$ cat config.mk
export PLATFORM = sky130hd
export DESIGN_NAME = sc_frogrow_shifter
export DESIGN_NICKNAME = d
export VERILOG_FILES = /design/src/rtl/sc_frogrow_shifter.sv
export SDC_FILE = /design/constraint.sdc
export NUM_CORES = 1
export LEC_CHECK = 0
export CORE_MARGIN = 2
export CORE_UTILIZATION = 35
export CTS_CLUSTER_SIZE = 25
export DETAILED_ROUTE_END_ITERATION = 8
export HOLD_SLACK_MARGIN = 0.05
export PLACE_DENSITY = 0.73
export SLEW_MARGIN = 5
export SYNTH_ARGS = -nofsm -noshare
export SYNTH_HDL_FRONTEND = slang
export SYNTH_SLANG_ARGS = --single-unit
$ cat constraint.sdc
create_clock -name SC_FROGROW_CLOCK_50 -period 2.3 [get_ports SC_FROGROW_CLOCK_50]
set_input_delay 0.23 -clock SC_FROGROW_CLOCK_50 [delete_from_list [all_inputs] [get_ports SC_FROGROW_CLOCK_50]]
set_output_delay 0.23 -clock SC_FROGROW_CLOCK_50 [all_outputs]
set_load 0.1 [all_outputs]
$ cat src/rtl/sc_frogrow_shifter.sv
// One playfield row (frog position) with rate-limited left/right moves, clear and parallel load.
// Optional build macro SC_FROGROW_WRAP_EN: moves at the row edge rotate instead of blocking.
module sc_frogrow_shifter #(
    parameter int                   DATAWIDTH  = 8,
    parameter logic [DATAWIDTH-1:0] INIT_VALUE = 8'b00010000,
    parameter int                   COOLDOWN   = 4,
    parameter int                   CNTWIDTH   = 3
) (
    input  logic                 SC_FROGROW_CLOCK_50,
    input  logic                 SC_FROGROW_RESET_InLow,
    input  logic                 SC_FROGROW_clear_InLow,
    input  logic                 SC_FROGROW_load_InLow,
    input  logic [DATAWIDTH-1:0] SC_FROGROW_data_InBUS,
    input  logic                 SC_FROGROW_shiftleft_InLow,
    input  logic                 SC_FROGROW_shiftright_InLow,
    output logic [DATAWIDTH-1:0] SC_FROGROW_data_OutBUS,
    output logic                 SC_FROGROW_busy_OutHigh,
    output logic                 SC_FROGROW_moved_OutHigh,
    output logic                 SC_FROGROW_edgehit_OutHigh
);

    localparam logic [CNTWIDTH-1:0] COOLDOWN_CNT = CNTWIDTH'(COOLDOWN);
    localparam logic [CNTWIDTH-1:0] CNT_ONE      = CNTWIDTH'(1);

    logic [CNTWIDTH-1:0] cooldownCnt;
    logic                reqLeft;
    logic                reqRight;
    logic                rowEmpty;

    // Exactly one request line low counts as a request; both low is a conflict.
    assign reqLeft  = ~SC_FROGROW_shiftleft_InLow & SC_FROGROW_shiftright_InLow;
    assign reqRight = ~SC_FROGROW_shiftright_InLow & SC_FROGROW_shiftleft_InLow;
    assign rowEmpty = (SC_FROGROW_data_OutBUS == '0);

    function automatic logic [CNTWIDTH-1:0] satDec(input logic [CNTWIDTH-1:0] c);
        return (c == '0) ? '0 : c - CNT_ONE;
    endfunction

    function automatic logic [DATAWIDTH-1:0] moveLeft(input logic [DATAWIDTH-1:0] d);
`ifdef SC_FROGROW_WRAP_EN
        return {d[DATAWIDTH-2:0], d[DATAWIDTH-1]};
`else
        return {d[DATAWIDTH-2:0], 1'b0};
`endif
    endfunction

    function automatic logic [DATAWIDTH-1:0] moveRight(input logic [DATAWIDTH-1:0] d);
`ifdef SC_FROGROW_WRAP_EN
        return {d[0], d[DATAWIDTH-1:1]};
`else
        return {1'b0, d[DATAWIDTH-1:1]};
`endif
    endfunction

    always_ff @(posedge SC_FROGROW_CLOCK_50 or negedge SC_FROGROW_RESET_InLow) begin
        if (!SC_FROGROW_RESET_InLow) begin
            SC_FROGROW_data_OutBUS     <= INIT_VALUE;
            cooldownCnt                <= '0;
            SC_FROGROW_busy_OutHigh    <= 1'b0;
            SC_FROGROW_moved_OutHigh   <= 1'b0;
            SC_FROGROW_edgehit_OutHigh <= 1'b0;
        end else begin
            SC_FROGROW_moved_OutHigh   <= 1'b0;
            SC_FROGROW_edgehit_OutHigh <= 1'b0;
            if (!SC_FROGROW_clear_InLow) begin
                SC_FROGROW_data_OutBUS  <= '0;
                cooldownCnt             <= '0;
                SC_FROGROW_busy_OutHigh <= 1'b0;
            end else if (!SC_FROGROW_load_InLow) begin
                SC_FROGROW_data_OutBUS  <= SC_FROGROW_data_InBUS;
                cooldownCnt             <= '0;
                SC_FROGROW_busy_OutHigh <= 1'b0;
            end else if (cooldownCnt != '0) begin
                // Requests during cooldown are dropped, not queued.
                cooldownCnt             <= satDec(cooldownCnt);
                SC_FROGROW_busy_OutHigh <= (cooldownCnt != CNT_ONE);
            end else if ((reqLeft || reqRight) && !rowEmpty) begin
                if ((reqLeft && SC_FROGROW_data_OutBUS[DATAWIDTH-1]) ||
                    (reqRight && SC_FROGROW_data_OutBUS[0])) begin
                    SC_FROGROW_edgehit_OutHigh <= 1'b1;
`ifdef SC_FROGROW_WRAP_EN
                    SC_FROGROW_data_OutBUS   <= reqLeft ? moveLeft(SC_FROGROW_data_OutBUS)
                                                        : moveRight(SC_FROGROW_data_OutBUS);
                    SC_FROGROW_moved_OutHigh <= 1'b1;
                    cooldownCnt              <= COOLDOWN_CNT;
                    SC_FROGROW_busy_OutHigh  <= (COOLDOWN_CNT != '0);
`endif
                end else begin
                    SC_FROGROW_data_OutBUS   <= reqLeft ? moveLeft(SC_FROGROW_data_OutBUS)
                                                        : moveRight(SC_FROGROW_data_OutBUS);
                    SC_FROGROW_moved_OutHigh <= 1'b1;
                    cooldownCnt              <= COOLDOWN_CNT;
                    SC_FROGROW_busy_OutHigh  <= (COOLDOWN_CNT != '0);
                end
            end
        end
    end

endmodule

==> impl_metrics.tcl, run 1 <==
set metrics [dict create \
    outcome "finished clean" \
    critPathKind "in2reg" \
    antenna_found_initial 0 \
    dr_total_vias 705 \
    start_kind "input port" \
    overflow 0 \
    hold_buffers 0 \
    drive_above_1_share_pct 22.73 \
    cap_violations 0 \
    clk_pin_slew_ns 0.09 \
    ys_types 23 \
    r2r-end "SC_FROGROW_data_OutBUS[4]$_DFFE_PN1P_" \
    grt_pass1_wl_um 3291 \
    cts_root_buf "clkbuf_4" \
    core_sq_um 2191 \
    row_count 17 \
    crit_fanout 5 \
    fin_skew_ns 0.005228 \
    post-cts-setup-buffer-count 0 \
    viasPerCell 5.109 \
    final_area_sq_um 1104 \
    syn-instance-count 81 \
    final_common_cell "buf_4" \
    power_density_nw_per_um2 678.4 \
    synth_area_per_cell_sq_um 9.840 \
    rrSetupSlack_ns 0.51 \
    dr.pass1.iters 4 \
    route.detailed.drc 0 \
    cp-end-kind "flop" \
    placed_area_sq_um 1067 \
    grt_util_all_layers_pct 16.87 \
    place_inst 134 \
    worst-endpoint-required_ns 2.46 \
    vdd_drop_max_v 0.0003271 \
    finalCriticalPeriod_ns 1.799 \
    ant_nets 0 \
    cts_tree "yes" \
    drv_slew 0 \
    r2r-start "SC_FROGROW_data_OutBUS[7]$_DFFE_PN0P_" \
    swShare_pct 40.00 \
    rr_worst_depth 5 \
    worst_slack_ns 0.5010 \
    totalWireLength_um 1819 \
    p_leak_nw 0.4738 \
    final_cell_mix "16 x buf_4, 13 x dfrtp_1, 13 x clkdlybuf4s50_1" \
    synth_nets 97 \
    p_comb_share_pct 38.0 \
    internal_power_mw 0.4492 \
    insertion_delay_ns 0.28 \
    yosys_warnings 0 \
    area_growth_pct 38.46 \
    max-clock-path-buffers 2 \
    die_y_um 51.72 \
    drt-initial-drc-count 26 \
    whs_ns 0.3316 \
    portBuffers 24 \
    final-hold-violation-count 0 \
    p_switching_mw 0.2994 \
    grt_pass1_vias 688 \
    cts.sinks 14 \
    final.period_utilization_pct 78.22 \
    antenna_cells 0 \
    finalSetupViolations 0 \
    io_pins 25 \
    final_core_util_pct 50.37 \
    startpoint "SC_FROGROW_shiftleft_InLow" \
    place_congestion 0.8148 \
    cts_made_buffers 3 \
    rsz0062_at_grt "false" \
    worst_pin_slew_ns 0.6285 \
    nets 127 \
    tns_ns 0 \
    grt_max_degree 18 \
    pwr-share-seq_pct 38.5 \
    ys_ff_latch 14 \
    htreeDepth 1 \
    die_w_um 51.72 \
    wl_per_cell_um 13.18 \
    pre_cts_slack_ns 0.2127 \
    p_clk_share_pct 23.5 \
    cts-resized-gates 0 \
    fp.dieArea_sq_um 2675 \
    cp_data_arrival_time_ns 1.96 \
    start_util_pct 36.38 \
    hold_class "in2async" \
    hpwl_um 1375 \
    netlist_area_sq_um 797.0 \
    max_freq_mhz 555.9 \
    slew_headroom_pct 57.97 \
    ys_seq_area_share_pct 44.11 \
    final_cells 138 \
    power_mw 0.7486 \
]
==> routing by layer <==
layer | share of wire [%] | vias to the layer above | track usage (%)
met3 | 7.3 | 4 | 1.149
met1 | 44 | 319 | 24.00
met2 | 47 | 32 | 24.79
li1 | - | 350 | -
met5 | 0 | - | 0
met4 | 1.9 | 0 | 10.53
==> cell families (layout without fill, tap and decap cells) <==
| family | count (synthesis) | after routing | share of synthesized area [%] |
|---|---|---|---|
| DFF | 14 | 14 | 44.11 |
| muxes | 9 | 9 | 12.56 |
| adders and majority gates | 2 | 2 | 3.139 |
| and+or+nand+nor | 24 | 24 | 14.44 |
| buffers and inverters | 12 | 41 | 5.651 |
| AOI/OAI and AO/OA | 20 | 20 | 20.09 |
==> registers in the layout, summed over array words and instances (netlist names) <==
name / cells
SC_FROGROW_moved_OutHigh: 1
SC_FROGROW_edgehit_OutHigh: 1
cooldownCnt: 3
SC_FROGROW_data_OutBUS: 8
SC_FROGROW_busy_OutHigh: 1
==> power groups by stage <==
stage          Clock [mW]  Sequential [mW]  Combinational (mW)
5_1_grt             0.197            0.292               0.303
3_5_place_dp            0            0.292               0.285
4_1_cts             0.183            0.288               0.286
3_3_place_gp            0            0.292               0.283
2_1_floorplan           0            0.415              0.0804
6_report            0.176            0.288               0.284
==> area by class of cell <==
type	count	area (sq um)
inverters	8	30.03
repair buffers	29	250.2
well taps	28	35.03
clock buffers	4	36.28
flip-flops and latches	14	351.6
fillers	209	1087
multi-input cells	55	400.4
==> critical path: stages <==
cell,delay [ns]
clkdlybuf4s50_1,0.49
inv_1,0.05
ha_1,0.30
a211oi_2,0.36
a31oi_4,0.21
buf_4,0.21
mux2i_1,0.12
==> worst max path at each step <==
stage	to	slack, ns	cells past startpoint
after floorplan	SC_FROGROW_data_OutBUS[7]$_DFFE_PN0P_	0.12	4
after global placement	SC_FROGROW_data_OutBUS[7]$_DFFE_PN0P_	0.26	6
after detailed placement	SC_FROGROW_data_OutBUS[6]$_DFFE_PN0P_	0.21	7
after CTS	SC_FROGROW_data_OutBUS[4]$_DFFE_PN1P_	0.50	5
after global routing	SC_FROGROW_data_OutBUS[4]$_DFFE_PN1P_	0.32	5
final	SC_FROGROW_data_OutBUS[6]$_DFFE_PN0P_	0.50	7
==> cell usage after synthesis (all sizes together) <==
master	n	area [sq um]
nand3b	1	7.510
o211ai	11	82.58
o21ai	1	5.000
dfrtp	13	325.3
ha	2	25.02
nand2b	3	18.77
nor3	1	5.000
inv	8	30.03
mux2i	7	70.07
dfstp	1	26.28
a31oi	2	27.53
a22oi	1	7.510
a211oi	1	12.51
nor3b	1	7.510
clkbuf	4	15.01
nand2	10	37.54
a21oi	2	10.01
nor4	2	12.51
nor2	3	11.26
mux2	2	30.03
nand3	3	15.01
a21boi	2	15.01
(Power assumes the default switching activity.)
==> run 2: changes to the inputs <==
==> constraint.sdc (replaced) <==
create_clock -name SC_FROGROW_CLOCK_50 -period 1.7 [get_ports SC_FROGROW_CLOCK_50]
set_input_delay 0.17 -clock SC_FROGROW_CLOCK_50 [delete_from_list [all_inputs] [get_ports SC_FROGROW_CLOCK_50]]
set_output_delay 0.17 -clock SC_FROGROW_CLOCK_50 [all_outputs]
set_load 0.1 [all_outputs]
==> run 2 against run 1 <==
Net effect:
- setup slack worse by 0.46 ns
- final cell count rose by 4.3%
- non-clock buffer count rose by 6
- utilization rose by 8.7 points
- global-route usage shrank 0.28 points
- total power grew 45%
- design area grew 17%
- critical path depth fell by 1
- die area unchanged
- combinational power up 66%
- hold slack worse by 0.14 ns
- clock skew is 0.0069 ns higher
- largest power group is now combinational cells
==> impl_metrics.tcl, run 2 (synthesis results as in run 1) <==
set metrics [dict create \
    power_mw 1.086 \
    top_register "SC_FROGROW_data_OutBUS" \
    antenna_cells 0 \
    final_core_util_pct 59.11 \
    cts_tree "yes" \
    dr.pass1.iters 4 \
    die_y_um 51.72 \
    r2r-start "SC_FROGROW_data_OutBUS[2]$_DFFE_PN0P_" \
    cts_root_buf "clkbuf_4" \
    grt_pass1_vias 722 \
    clk_pin_slew_ns 0.09 \
    finalCriticalPeriod_ns 1.654 \
    io_pins 25 \
    fp.dieArea_sq_um 2675 \
    final-hold-violation-count 0 \
    place_inst 140 \
    route.detailed.drc 0 \
    insertion_delay_ns 0.28 \
    antenna_found_initial 0 \
    whs_ns 0.1920 \
    viasPerCell 5.014 \
    power_density_nw_per_um2 838.7 \
    worst-endpoint-required_ns 1.87 \
    wl_per_cell_um 13.76 \
    drv_slew 0 \
    cap_violations 0 \
    cp_data_arrival_time_ns 1.83 \
    drive_above_1_share_pct 33.62 \
    max-clock-path-buffers 2 \
    place_congestion 0.8617 \
    rr_worst_depth 5 \
    grt_max_degree 18 \
    top_usage_layer "met2" \
    fin_skew_ns 0.01213 \
    start_kind "input port" \
    ant_nets 0 \
    max_freq_mhz 604.4 \
    final_cells 144 \
    htreeDepth 1 \
    area_growth_pct 62.48 \
    cts_made_buffers 3 \
    nets 133 \
    p_leak_nw 0.5226 \
    row_count 17 \
    hold_class "in2async" \
    slew_headroom_pct 79.45 \
    vdd_drop_max_v 0.0003757 \
    final.period_utilization_pct 97.32 \
    rsz0062_at_grt "false" \
    outcome "finished clean" \
    overflow 0 \
    final_cell_mix "13 x clkdlybuf4s50_1, 13 x buf_4, 11 x o211ai_1" \
    cts.sinks 14 \
    post-cts-setup-buffer-count 0 \
    worst_pin_slew_ns 0.3076 \
    hpwl_um 1485 \
    use_met2_pct 28.21 \
    grt_util_all_layers_pct 16.60 \
    crit_fanout 4 \
    critPathKind "in2reg" \
    totalWireLength_um 1982 \
    top_regs "SC_FROGROW_data_OutBUS: 8 flops, cooldownCnt: 3 flops" \
    rrSetupSlack_ns 0.07 \
    use_met3_pct 2.299 \
    grt_pass1_wl_um 3325 \
    die_w_um 51.72 \
    dr_total_vias 722 \
    cp-end-kind "flop" \
    core_sq_um 2191 \
    r2r-end "SC_FROGROW_data_OutBUS[6]$_DFFE_PN0P_" \
    largest_register_ffs 8 \
    finalSetupViolations 0 \
    start_util_pct 36.38 \
    drt-initial-drc-count 15 \
    globalRouteMet1Util_pct 22.30 \
    portBuffers 24 \
    tns_ns 0 \
]
run 2: cell types whose count changed in the layout (fill, tap and decap cells not counted):
cell      previous run  this run
buf_12               0         8
nor4_1               2         0
dfrtp_2              0         3
dfrtp_1             13         6
dfstp_2              1         0
buf_4               16        13
buf_6                0         1
dfstp_4              0         1
nor4_4               0         2
dfrtp_4              0         4
clkbuf_1             0         1
clkbuf_8             1         0
run 2: cell type report:
class | count | area [sq um]
Sequential cell | 14 | 374.1
Fill cell | 190 | 895.9
Clock buffer | 4 | 26.28
Inverter | 8 | 30.03
Tap cell | 28 | 35.03
Multi-Input combinational cell | 55 | 430.4
Timing Repair Buffer | 35 | 399.1
run 2: worst max-delay path, cell delays in order:
cell and delay, ns:
clkdlybuf4s50_1 0.49, inv_1 0.05, ha_1 0.30, a211oi_2 0.32, a31oi_4 0.18, mux2_4 0.32
run 2: what timing repair did:
item / 4_1_cts / 5_1_grt
hold buffers: 0 / 0
endpoints found under the setup margin: 0 / 4
resized for setup: 0 / 1
run 2: how the worst max path moves through the flow:
stage                                                from                                    end  slack, ns  cells past startpoint
floorplan           SC_FROGROW_data_OutBUS[3]$_DFFE_PN0P_  SC_FROGROW_data_OutBUS[0]$_DFFE_PN0P_      -0.18                      4
CTS                 SC_FROGROW_data_OutBUS[2]$_DFFE_PN0P_  SC_FROGROW_data_OutBUS[4]$_DFFE_PN1P_       0.03                      5
global placement               SC_FROGROW_shiftleft_InLow  SC_FROGROW_data_OutBUS[0]$_DFFE_PN0P_      -0.17                      6
detailed placement             SC_FROGROW_shiftleft_InLow  SC_FROGROW_data_OutBUS[0]$_DFFE_PN0P_      -0.22                      6
finish                         SC_FROGROW_shiftleft_InLow  SC_FROGROW_data_OutBUS[0]$_DFFE_PN0P_       0.05                      6
global route                   SC_FROGROW_shiftleft_InLow  SC_FROGROW_data_OutBUS[0]$_DFFE_PN0P_       0.01                      6
run 2: report_power, final:
| part | internal [mW] | switching, mW | total, mW |
|---|---|---|---|
| clock | 0.0908 | 0.107 | 0.198 |
| combinational | 0.195 | 0.276 | 0.471 |
| sequential | 0.370 | 0.0467 | 0.417 |
| total | 0.656 | 0.430 | 1.09 |
run 2: per-layer routing:
metal | vias up | routed length (um)
met4 | 0 | 6
met1 | 344 | 938
met3 | 2 | 79
met5 | - | 0
met2 | 18 | 957
li1 | 358 | -
run 2: per-stage QoR:
stage | worst slack, ns | instance area [sq um]
global placement | -0.1729 | 1265
CTS | 0.03473 | 1291
finish | 0.04554 | 1295
floorplan | -0.1769 | 849.6
global route | 0.01020 | 1295
detailed placement | -0.2185 | 1265
==> run 3: changes to the inputs <==
--- a/config.mk
+++ b/config.mk
@@ -7,7 +7,7 @@
 export LEC_CHECK = 0
 export CORE_MARGIN = 2
 export CORE_UTILIZATION = 35
-export CTS_CLUSTER_SIZE = 25
+export CTS_CLUSTER_SIZE = 24
 export DETAILED_ROUTE_END_ITERATION = 8
 export HOLD_SLACK_MARGIN = 0.05
 export PLACE_DENSITY = 0.73
==> results of run 3 <==
The final DEF is identical to that of run 2; final timing and power are the same.
